==> src/rtl/conv_core_param_if.sv <==
// Bus bundle for conv_core_param: control handshake, X/Y memory read ports and Z memory write port.
// The core connects through the slave modport; the controller/memory side uses master.
interface conv_core_param_if #(
  parameter int DATA_WIDTH     = 32,
  parameter int ADDR_WIDTH     = 5,
  parameter int OUT_ADDR_WIDTH = 6
);
  logic                      start;
  logic [31:0]               cfg;
  logic                      busy;
  logic                      done;
  logic [DATA_WIDTH-1:0]     dataX;
  logic [ADDR_WIDTH-1:0]     memX_addr;
  logic [DATA_WIDTH-1:0]     dataY;
  logic [ADDR_WIDTH-1:0]     memY_addr;
  logic [DATA_WIDTH-1:0]     dataZ;
  logic [OUT_ADDR_WIDTH-1:0] memZ_addr;
  logic                      writeZ;

  modport master (
    output start, cfg, dataX, dataY,
    input  busy, done, memX_addr, memY_addr, dataZ, memZ_addr, writeZ
  );

  modport slave (
    input  start, cfg, dataX, dataY,
    output busy, done, memX_addr, memY_addr, dataZ, memZ_addr, writeZ
  );
endinterface

==> src/rtl/conv_core_param.sv <==
// Runtime-length signed 1-D convolution engine with a one-product-per-cycle MAC.
// Optional saturation of results is enabled by defining CONV_SAT_EN (adds the sat_flag output).
module conv_core_param #(
  parameter int DATA_WIDTH     = 32,
  parameter int ADDR_WIDTH     = 5,
  parameter int OUT_ADDR_WIDTH = 6
) (
  input  logic               clk,
  input  logic               rst_a,
  conv_core_param_if.slave   bus
`ifdef CONV_SAT_EN
  ,
  output logic               sat_flag
`endif
);
  localparam int DEPTH  = 1 << ADDR_WIDTH;
  localparam int SW     = ADDR_WIDTH + 1;
  localparam int NW     = OUT_ADDR_WIDTH + 1;
  localparam int PROD_W = 2 * DATA_WIDTH;
  localparam int ACC_W  = PROD_W + ADDR_WIDTH + 1;

`ifdef CONV_SAT_EN
  localparam logic signed [ACC_W-1:0] SAT_MAX = {{(ACC_W-DATA_WIDTH+1){1'b0}}, {(DATA_WIDTH-1){1'b1}}};
  localparam logic signed [ACC_W-1:0] SAT_MIN = ~SAT_MAX;

  function automatic logic is_clipped(input logic signed [ACC_W-1:0] a);
    return (a > SAT_MAX) || (a < SAT_MIN);
  endfunction
`endif

  function automatic logic [DATA_WIDTH-1:0] to_result(input logic signed [ACC_W-1:0] a);
`ifdef CONV_SAT_EN
    if (a > SAT_MAX)      return SAT_MAX[DATA_WIDTH-1:0];
    else if (a < SAT_MIN) return SAT_MIN[DATA_WIDTH-1:0];
    else                  return a[DATA_WIDTH-1:0];
`else
    return a[DATA_WIDTH-1:0];
`endif
  endfunction

  function automatic logic [SW-1:0] clamp_len(input logic [SW-1:0] f);
    return (f > SW'(DEPTH)) ? SW'(DEPTH) : f;
  endfunction

  typedef enum logic [2:0] {IDLE, LOAD, ISSUE, DRAIN, WRITE, DONE} state_t;
  state_t state, state_nxt;

  logic [SW-1:0]             size_x, size_y, cfg_x, cfg_y;
  logic [OUT_ADDR_WIDTH-1:0] n;
  logic [ADDR_WIDTH-1:0]     addr_x, addr_y, khi;
  logic                      first_issue;
  logic [NW-1:0]             n_nxt, klo_nxt, khi_nxt, n_last;
  logic                      zero_len, issue_end, last_n;
  logic                      vld_p1, first_p1;
  logic signed [DATA_WIDTH-1:0] x_p1, y_p1;
  logic signed [PROD_W-1:0]  prod_p1;
  logic signed [ACC_W-1:0]   prod_ext_p1, acc_nxt, acc_p2;
  logic [DATA_WIDTH-1:0]     data_z;
  logic [OUT_ADDR_WIDTH-1:0] addr_z;
  logic                      unused_cfg;

  assign cfg_x      = clamp_len(bus.cfg[ADDR_WIDTH:0]);
  assign cfg_y      = clamp_len(bus.cfg[16+ADDR_WIDTH:16]);
  assign unused_cfg = ^bus.cfg;
  assign zero_len   = (cfg_x == '0) || (cfg_y == '0);
  assign issue_end  = (addr_x == khi);

  // Index window for the next output: k runs klo..khi, Y index is n-k.
  assign n_nxt   = NW'(n) + NW'(1);
  assign klo_nxt = (n_nxt + NW'(1) > NW'(size_y)) ? (n_nxt + NW'(1) - NW'(size_y)) : '0;
  assign khi_nxt = (n_nxt < NW'(size_x)) ? n_nxt : (NW'(size_x) - NW'(1));
  assign n_last  = NW'(size_x) + NW'(size_y) - NW'(2);
  assign last_n  = (NW'(n) == n_last);

  always_ff @(posedge clk or posedge rst_a) begin
    if (rst_a) state <= IDLE;
    else       state <= state_nxt;
  end

  always_comb begin
    state_nxt = state;
    case (state)
      IDLE:    if (bus.start) state_nxt = LOAD;
      LOAD:    state_nxt = zero_len ? DONE : ISSUE;
      ISSUE:   if (issue_end) state_nxt = DRAIN;
      DRAIN:   state_nxt = WRITE;
      WRITE:   state_nxt = last_n ? DONE : ISSUE;
      DONE:    state_nxt = IDLE;
      default: state_nxt = IDLE;
    endcase
  end

  always_ff @(posedge clk or posedge rst_a) begin
    if (rst_a) begin
      size_x      <= '0;
      size_y      <= '0;
      n           <= '0;
      addr_x      <= '0;
      addr_y      <= '0;
      khi         <= '0;
      first_issue <= 1'b0;
    end else begin
      case (state)
        LOAD: begin
          size_x <= cfg_x;
          size_y <= cfg_y;
          if (!zero_len) begin
            n           <= '0;
            addr_x      <= '0;
            addr_y      <= '0;
            khi         <= '0;
            first_issue <= 1'b1;
          end
        end
        ISSUE: begin
          first_issue <= 1'b0;
          if (!issue_end) begin
            addr_x <= addr_x + ADDR_WIDTH'(1);
            addr_y <= addr_y - ADDR_WIDTH'(1);
          end
        end
        WRITE: begin
          if (!last_n) begin
            n           <= OUT_ADDR_WIDTH'(n_nxt);
            addr_x      <= ADDR_WIDTH'(klo_nxt);
            addr_y      <= ADDR_WIDTH'(n_nxt - klo_nxt);
            khi         <= ADDR_WIDTH'(khi_nxt);
            first_issue <= 1'b1;
          end
        end
        default: ;
      endcase
    end
  end

  // Stage p1: memory data for the address issued last cycle; multiply.
  always_ff @(posedge clk or posedge rst_a) begin
    if (rst_a) begin
      vld_p1   <= 1'b0;
      first_p1 <= 1'b0;
    end else begin
      vld_p1   <= (state == ISSUE);
      first_p1 <= (state == ISSUE) && first_issue;
    end
  end

  assign x_p1        = bus.dataX;
  assign y_p1        = bus.dataY;
  assign prod_p1     = x_p1 * y_p1;
  assign prod_ext_p1 = {{(ACC_W-PROD_W){prod_p1[PROD_W-1]}}, prod_p1};
  assign acc_nxt     = first_p1 ? prod_ext_p1 : (acc_p2 + prod_ext_p1);

  // Stage p2: accumulate; the final sum is formatted into the Z write register in DRAIN.
  always_ff @(posedge clk or posedge rst_a) begin
    if (rst_a) begin
      acc_p2 <= '0;
      data_z <= '0;
      addr_z <= '0;
    end else begin
      if (state == WRITE)  acc_p2 <= '0;
      else if (vld_p1)     acc_p2 <= acc_nxt;
      if (state == DRAIN) begin
        data_z <= to_result(acc_nxt);
        addr_z <= n;
      end
    end
  end

`ifdef CONV_SAT_EN
  always_ff @(posedge clk or posedge rst_a) begin
    if (rst_a)                                      sat_flag <= 1'b0;
    else if (state == LOAD)                         sat_flag <= 1'b0;
    else if ((state == DRAIN) && is_clipped(acc_nxt)) sat_flag <= 1'b1;
  end
`endif

  assign bus.memX_addr = addr_x;
  assign bus.memY_addr = addr_y;
  assign bus.memZ_addr = addr_z;
  assign bus.dataZ     = data_z;
  assign bus.writeZ    = (state == WRITE);
  assign bus.busy      = (state != IDLE);
  assign bus.done      = (state == DONE);
endmodule

==> src/flat_wrapper.sv <==
// flat-port wrapper written by rule: the top's interface ports become plain ports
module conv_core_param_flat 
#(
  parameter int DATA_WIDTH     = 32,
  parameter int ADDR_WIDTH     = 5,
  parameter int OUT_ADDR_WIDTH = 6
)
  (clk, rst_a, bus_start, bus_cfg, bus_dataX, bus_dataY, bus_busy, bus_done, bus_memX_addr, bus_memY_addr, bus_dataZ, bus_memZ_addr, bus_writeZ);
  conv_core_param_if #(.DATA_WIDTH(DATA_WIDTH), .ADDR_WIDTH(ADDR_WIDTH), .OUT_ADDR_WIDTH(OUT_ADDR_WIDTH)) bus_i ();
  input  logic clk;
  input  logic rst_a;
  input wire logic [$bits(bus_i.start)-1:0] bus_start;
  input wire logic [$bits(bus_i.cfg)-1:0] bus_cfg;
  input wire logic [$bits(bus_i.dataX)-1:0] bus_dataX;
  input wire logic [$bits(bus_i.dataY)-1:0] bus_dataY;
  output wire logic [$bits(bus_i.busy)-1:0] bus_busy;
  output wire logic [$bits(bus_i.done)-1:0] bus_done;
  output wire logic [$bits(bus_i.memX_addr)-1:0] bus_memX_addr;
  output wire logic [$bits(bus_i.memY_addr)-1:0] bus_memY_addr;
  output wire logic [$bits(bus_i.dataZ)-1:0] bus_dataZ;
  output wire logic [$bits(bus_i.memZ_addr)-1:0] bus_memZ_addr;
  output wire logic [$bits(bus_i.writeZ)-1:0] bus_writeZ;
  assign bus_i.start = bus_start;
  assign bus_i.cfg = bus_cfg;
  assign bus_i.dataX = bus_dataX;
  assign bus_i.dataY = bus_dataY;
  assign bus_busy = bus_i.busy;
  assign bus_done = bus_i.done;
  assign bus_memX_addr = bus_i.memX_addr;
  assign bus_memY_addr = bus_i.memY_addr;
  assign bus_dataZ = bus_i.dataZ;
  assign bus_memZ_addr = bus_i.memZ_addr;
  assign bus_writeZ = bus_i.writeZ;
  conv_core_param #(.DATA_WIDTH(DATA_WIDTH), .ADDR_WIDTH(ADDR_WIDTH), .OUT_ADDR_WIDTH(OUT_ADDR_WIDTH)) u_core (.clk(clk), .rst_a(rst_a), .bus(bus_i));
endmodule
==> config.mk <==
export PLATFORM = sky130hd
export DESIGN_NAME = conv_core_param_flat
export DESIGN_NICKNAME = d
export VERILOG_FILES = /design/src/rtl/conv_core_param_if.sv /design/src/rtl/conv_core_param.sv /design/src/flat_wrapper.sv
export SDC_FILE = /design/constraint.sdc
export NUM_CORES = 2
export LEC_CHECK = 0
export ABC_AREA = 1
export CAP_MARGIN = 10
export CORE_MARGIN = 3
export CORE_UTILIZATION = 65
export CTS_CLUSTER_DIAMETER = 200
export DETAILED_ROUTE_END_ITERATION = 10
export GPL_TIMING_DRIVEN = 1
export PLACE_DENSITY = 0.86
export SLEW_MARGIN = 30
export SYNTH_ARGS = -nofsm -noshare
export SYNTH_HDL_FRONTEND = slang
export SYNTH_SLANG_ARGS = --single-unit
==> constraint.sdc <==
create_clock -name clk -period 11.4 [get_ports clk]
set_input_delay 2.28 -clock clk [delete_from_list [all_inputs] [get_ports clk]]
set_output_delay 2.28 -clock clk [all_outputs]
set_load 0.01 [all_outputs]
==> results_tabular.tex <==
\begin{tabular}{lr}
\hline
Metric & Value \\
\hline
\multicolumn{2}{l}{\textbf{Synth}} \\
Commonest cells in the synthesized netlist & sky130\_fd\_sc\_hd\_\_inv\_1, sky130\_fd\_sc\_hd\_\_nand2\_1, sky130\_fd\_sc\_hd\_\_fa\_1 \\
Synthesized cell area & 25,450 sq um \\
Portion of the post-synthesis area used by sequential elements & 0.1072 \\
Count of flip-flops with a built-in enable after synthesis & 0 \\
Count leader, synth & sky130\_fd\_sc\_hd\_\_inv\_1 \\
Cell taking the most area after synthesis & sky130\_fd\_sc\_hd\_\_fa\_1 \\
Unique cell type count in the Yosys netlist & 64 \\
Average footprint of a synthesized cell & 7.242 sq um \\
Number of nets produced by synthesis & 4,240 \\
Leading cell types by total area after synthesis & sky130\_fd\_sc\_hd\_\_fa\_1, sky130\_fd\_sc\_hd\_\_inv\_1, sky130\_fd\_sc\_hd\_\_nand2\_1 \\
Proportion of netlist area held by the largest area contributor & 0.3240 \\
Post-Syn Instances & 3,515 \\
Count of state elements after synthesis & 109 \\
Fraction of registers with async set/reset & 1.000 \\
Warnings, synthesis & 0 \\
Top flip-flop cell by instance count after synthesis & sky130\_fd\_sc\_hd\_\_dfrtp\_1 \\
\multicolumn{2}{l}{\textbf{Route}} \\
Overall routed net length & 64,220 microns \\
\# DRC & 0 \\
DR vias & 21,990 \\
Wire length per cell after detailed routing & 15.60 microns \\
Pre-Repair DR Iteration Count & 6 \\
Initial DRC count & 1,592 \\
Final ANT Viol Nets & 0 \\
Post-DR vias/cell & 5.343 \\
\multicolumn{2}{l}{\textbf{Run}} \\
Max-cap violation count & 0 \\
\multicolumn{2}{l}{\textbf{GRT}} \\
Total routing resource utilization after global routing & 0.3271 \\
Maximum number of pins on one net before global-route repair & 63 \\
First-pass GRT wire length & 109,900 microns \\
Remaining global-route overflow & 0 \\
Vias in the first global route & 23,230 \\
Number of antenna violations at the first check in global routing & 0 \\
\multicolumn{2}{l}{\textbf{Clock network}} \\
Hold bufs inserted after CTS & 0 \\
CTS clock-pin slew for the worst setup and hold paths & 0.08 ns \\
Latest clock arrival within the worst-skew pair & 0.37 ns \\
Number of H-tree levels & 3 \\
Clock tree from TritonCTS & yes \\
Total CTS buffers & 9 \\
Root Buffer Master & sky130\_fd\_sc\_hd\_\_clkbuf\_16 \\
Post-CTS setup-driven buffer insertion count & 0 \\
CTS sink cnt & 109 \\
Number of buffers on the longest clock path & 2 \\
\multicolumn{2}{l}{\textbf{Placement}} \\
Number of placed instances, taps included & 4,100 \\
Standard cell area after detailed placement & 27,480 sq um \\
Routability congestion estimate & 0.9588 \\
Port buffer count & 129 \\
Detailed placement HPWL & 53,600 microns \\
Placement Setup Slack & 0.2478 ns \\
\multicolumn{2}{l}{\textbf{Critical path}} \\
Slowest stage delay, CP & 0.75 ns \\
Sort of element at the start of the critical path & input pin \\
Worst-case reg-to-reg path depth & 20 \\
CP required & 11.65 ns \\
Setup Crit Path Kind & in -> reg \\
Critical path fanouts, max & 10 \\
Master of the slowest instance on the critical path & sky130\_fd\_sc\_hd\_\_clkdlybuf4s50\_1 \\
Crit path arrival time & 11.15 ns \\
Element type at the critical path end & flip-flop \\
\multicolumn{2}{l}{\textbf{STA}} \\
Endpoints failing hold & 0 \\
Tcrit/Tclk final & 0.9554 \\
Top achievable clock speed & 0.09182 GHz \\
Slew at the pin closest to its max-slew limit & 0.9072 ns \\
Setup repair after global routing missed its margin & false \\
Count of final max-slew check failures & 0 \\
Final setup viols & 0 \\
Setup slack of the critical path after layout & 0.5090 ns \\
Remaining max-slew budget at the tightest pin & 0.3945 \\
Final min period & 10.89 ns \\
Sum of negative setup slack & 0 ns \\
Setup clock skew after layout & 0.01230 ns \\
\multicolumn{2}{l}{\textbf{Hold path}} \\
Number of cells traversed by the worst hold path & 2 \\
Class of the most critical hold timing path & reg -> reg \\
\multicolumn{2}{l}{\textbf{Cells and area}} \\
Synthesis-to-finish area growth & 9.148\% \\
Net count reported at finish & 4,325 \\
\# diodes & 0 \\
Share of cells above drive strength 1 & 0.04244 \\
Post-route cell area & 27,780 sq um \\
Cell Count, Final, Fillers Out & 4,116 \\
\multicolumn{2}{l}{\textbf{Floorplan}} \\
Initial core utilization & 0.6679 \\
Number of rows created at floorplan & 71 \\
Height of the chip & 203.9 microns \\
Horizontal extent of the die & 203.9 microns \\
Area of the core & 38,110 sq um \\
Overall die area & 41,570 sq um \\
Io pins & 150 \\
\multicolumn{2}{l}{\textbf{Outcome}} \\
Status & finished clean \\
\hline
\end{tabular}
## stage by stage
step / hold WS, ns / utilization
final: 0.4770 / 0.7290
after global routing: 0.5052 / 0.7290
after CTS: 0.4761 / 0.7287
after detailed placement: 0.4571 / 0.7210
after global placement: 0.4549 / 0.7210
after floorplan: 0.4491 / -
## path summary, 6_finish.rpt
check | from | endpoint | slack (ns)
max | bus_dataX[11] | u_core.acc_p2[31] | 0.51
min | u_core.bus.memZ_addr[1] | u_core.bus.memZ_addr[1] | 0.48
max reg2reg | u_core.n[0] | u_core.bus.memY_addr[4] | 7.10
min reg2reg | u_core.bus.memZ_addr[1] | u_core.bus.memZ_addr[1] | 0.48
max in group asynchronous | rst_a | u_core.acc_p2[1] | 7.84
min in group asynchronous | rst_a | u_core.bus.memZ_addr[3] | 2.33
## flip-flops by register name, indices dropped and copies added (netlist names), 3 cells and up
| name | cells |
|---|---|
| u_core.n | 6 |
| u_core.bus.dataZ | 32 |
| u_core.bus.memY_addr | 5 |
| u_core.khi | 5 |
| u_core.size_x | 6 |
| u_core.bus.memX_addr | 5 |
| u_core.bus.memZ_addr | 6 |
| u_core.state | 3 |
| u_core.acc_p2 | 32 |
| u_core.size_y | 6 |
## timing repair
item | in CTS | in global routing
endpoints found under the hold margin | 0 | 0
resized for setup | 0 | 5
endpoints found under the setup margin | 0 | 2
## layout by cell type, fill, tap and decap left out, types with 7 or more instances in the layout
master                            netlist  layout
sky130_fd_sc_hd__nor3_1                18      17
sky130_fd_sc_hd__xnor2_1               17      17
sky130_fd_sc_hd__a21oi_1              101     101
sky130_fd_sc_hd__o21ai_1               15      15
sky130_fd_sc_hd__clkbuf_16              0       9
sky130_fd_sc_hd__or2_2                  7       7
sky130_fd_sc_hd__nand3_1              124     124
sky130_fd_sc_hd__o211ai_1               8       8
sky130_fd_sc_hd__nand3b_1              11      11
sky130_fd_sc_hd__inv_1               1037    1036
sky130_fd_sc_hd__buf_4                  3      70
sky130_fd_sc_hd__nor2_1                80      79
sky130_fd_sc_hd__nand2_1              971     971
sky130_fd_sc_hd__o21ai_0              103     103
sky130_fd_sc_hd__o22ai_1                8       8
sky130_fd_sc_hd__fa_1                 412     412
sky130_fd_sc_hd__a31oi_1                8       8
sky130_fd_sc_hd__a21o_1                 7       7
sky130_fd_sc_hd__a22o_1                 7       7
sky130_fd_sc_hd__dfrtp_1              109     109
sky130_fd_sc_hd__ha_1                 214     214
sky130_fd_sc_hd__clkdlybuf4s50_1        0     124
sky130_fd_sc_hd__xor2_1                30      30
sky130_fd_sc_hd__nand4_1               12      12
sky130_fd_sc_hd__inv_2                 11      11
## worst max-delay path, delay by kind of cell
family,cells,cell delay (ns)
compound gates,6,0.85
simple gates,11,1.62
fa+ha+maj,10,4.88
buf+inv,9,1.26
xor+xnor,1,0.26
## cell families after synthesis
logic type / Yosys count / synth area share
adders and majority gates: 626 / 0.4292
DFF: 109 / 0.1072
and+or+nand+nor: 1259 / 0.2028
xor gates and xnor gates: 49 / 0.01789
buffers and inverters: 1178 / 0.1759
AOI/OAI and AO/OA: 294 / 0.06710
## cell type report
type                       count  area [sq um]
multi-input combinational   2228         18260
fill                        2859         10330
tap                          511         639.4
inverter                    1048          3936
clock buffer                   9         225.2
clock inverter                 7         67.56
timing repair buffer         204          1929
sequential                   109          2728
## routing by layer
metal,vias to the layer above,GRT usage,share of wire
met5,-,0,0
met4,0,0.1273,0.043
met1,10540,0.4263,0.40
li1,10360,-,-
met3,201,0.06370,0.082
met2,889,0.5445,0.48
Power is not shown: default switching activity piles up to over one toggle a cycle in this logic, so the estimate is an artifact.
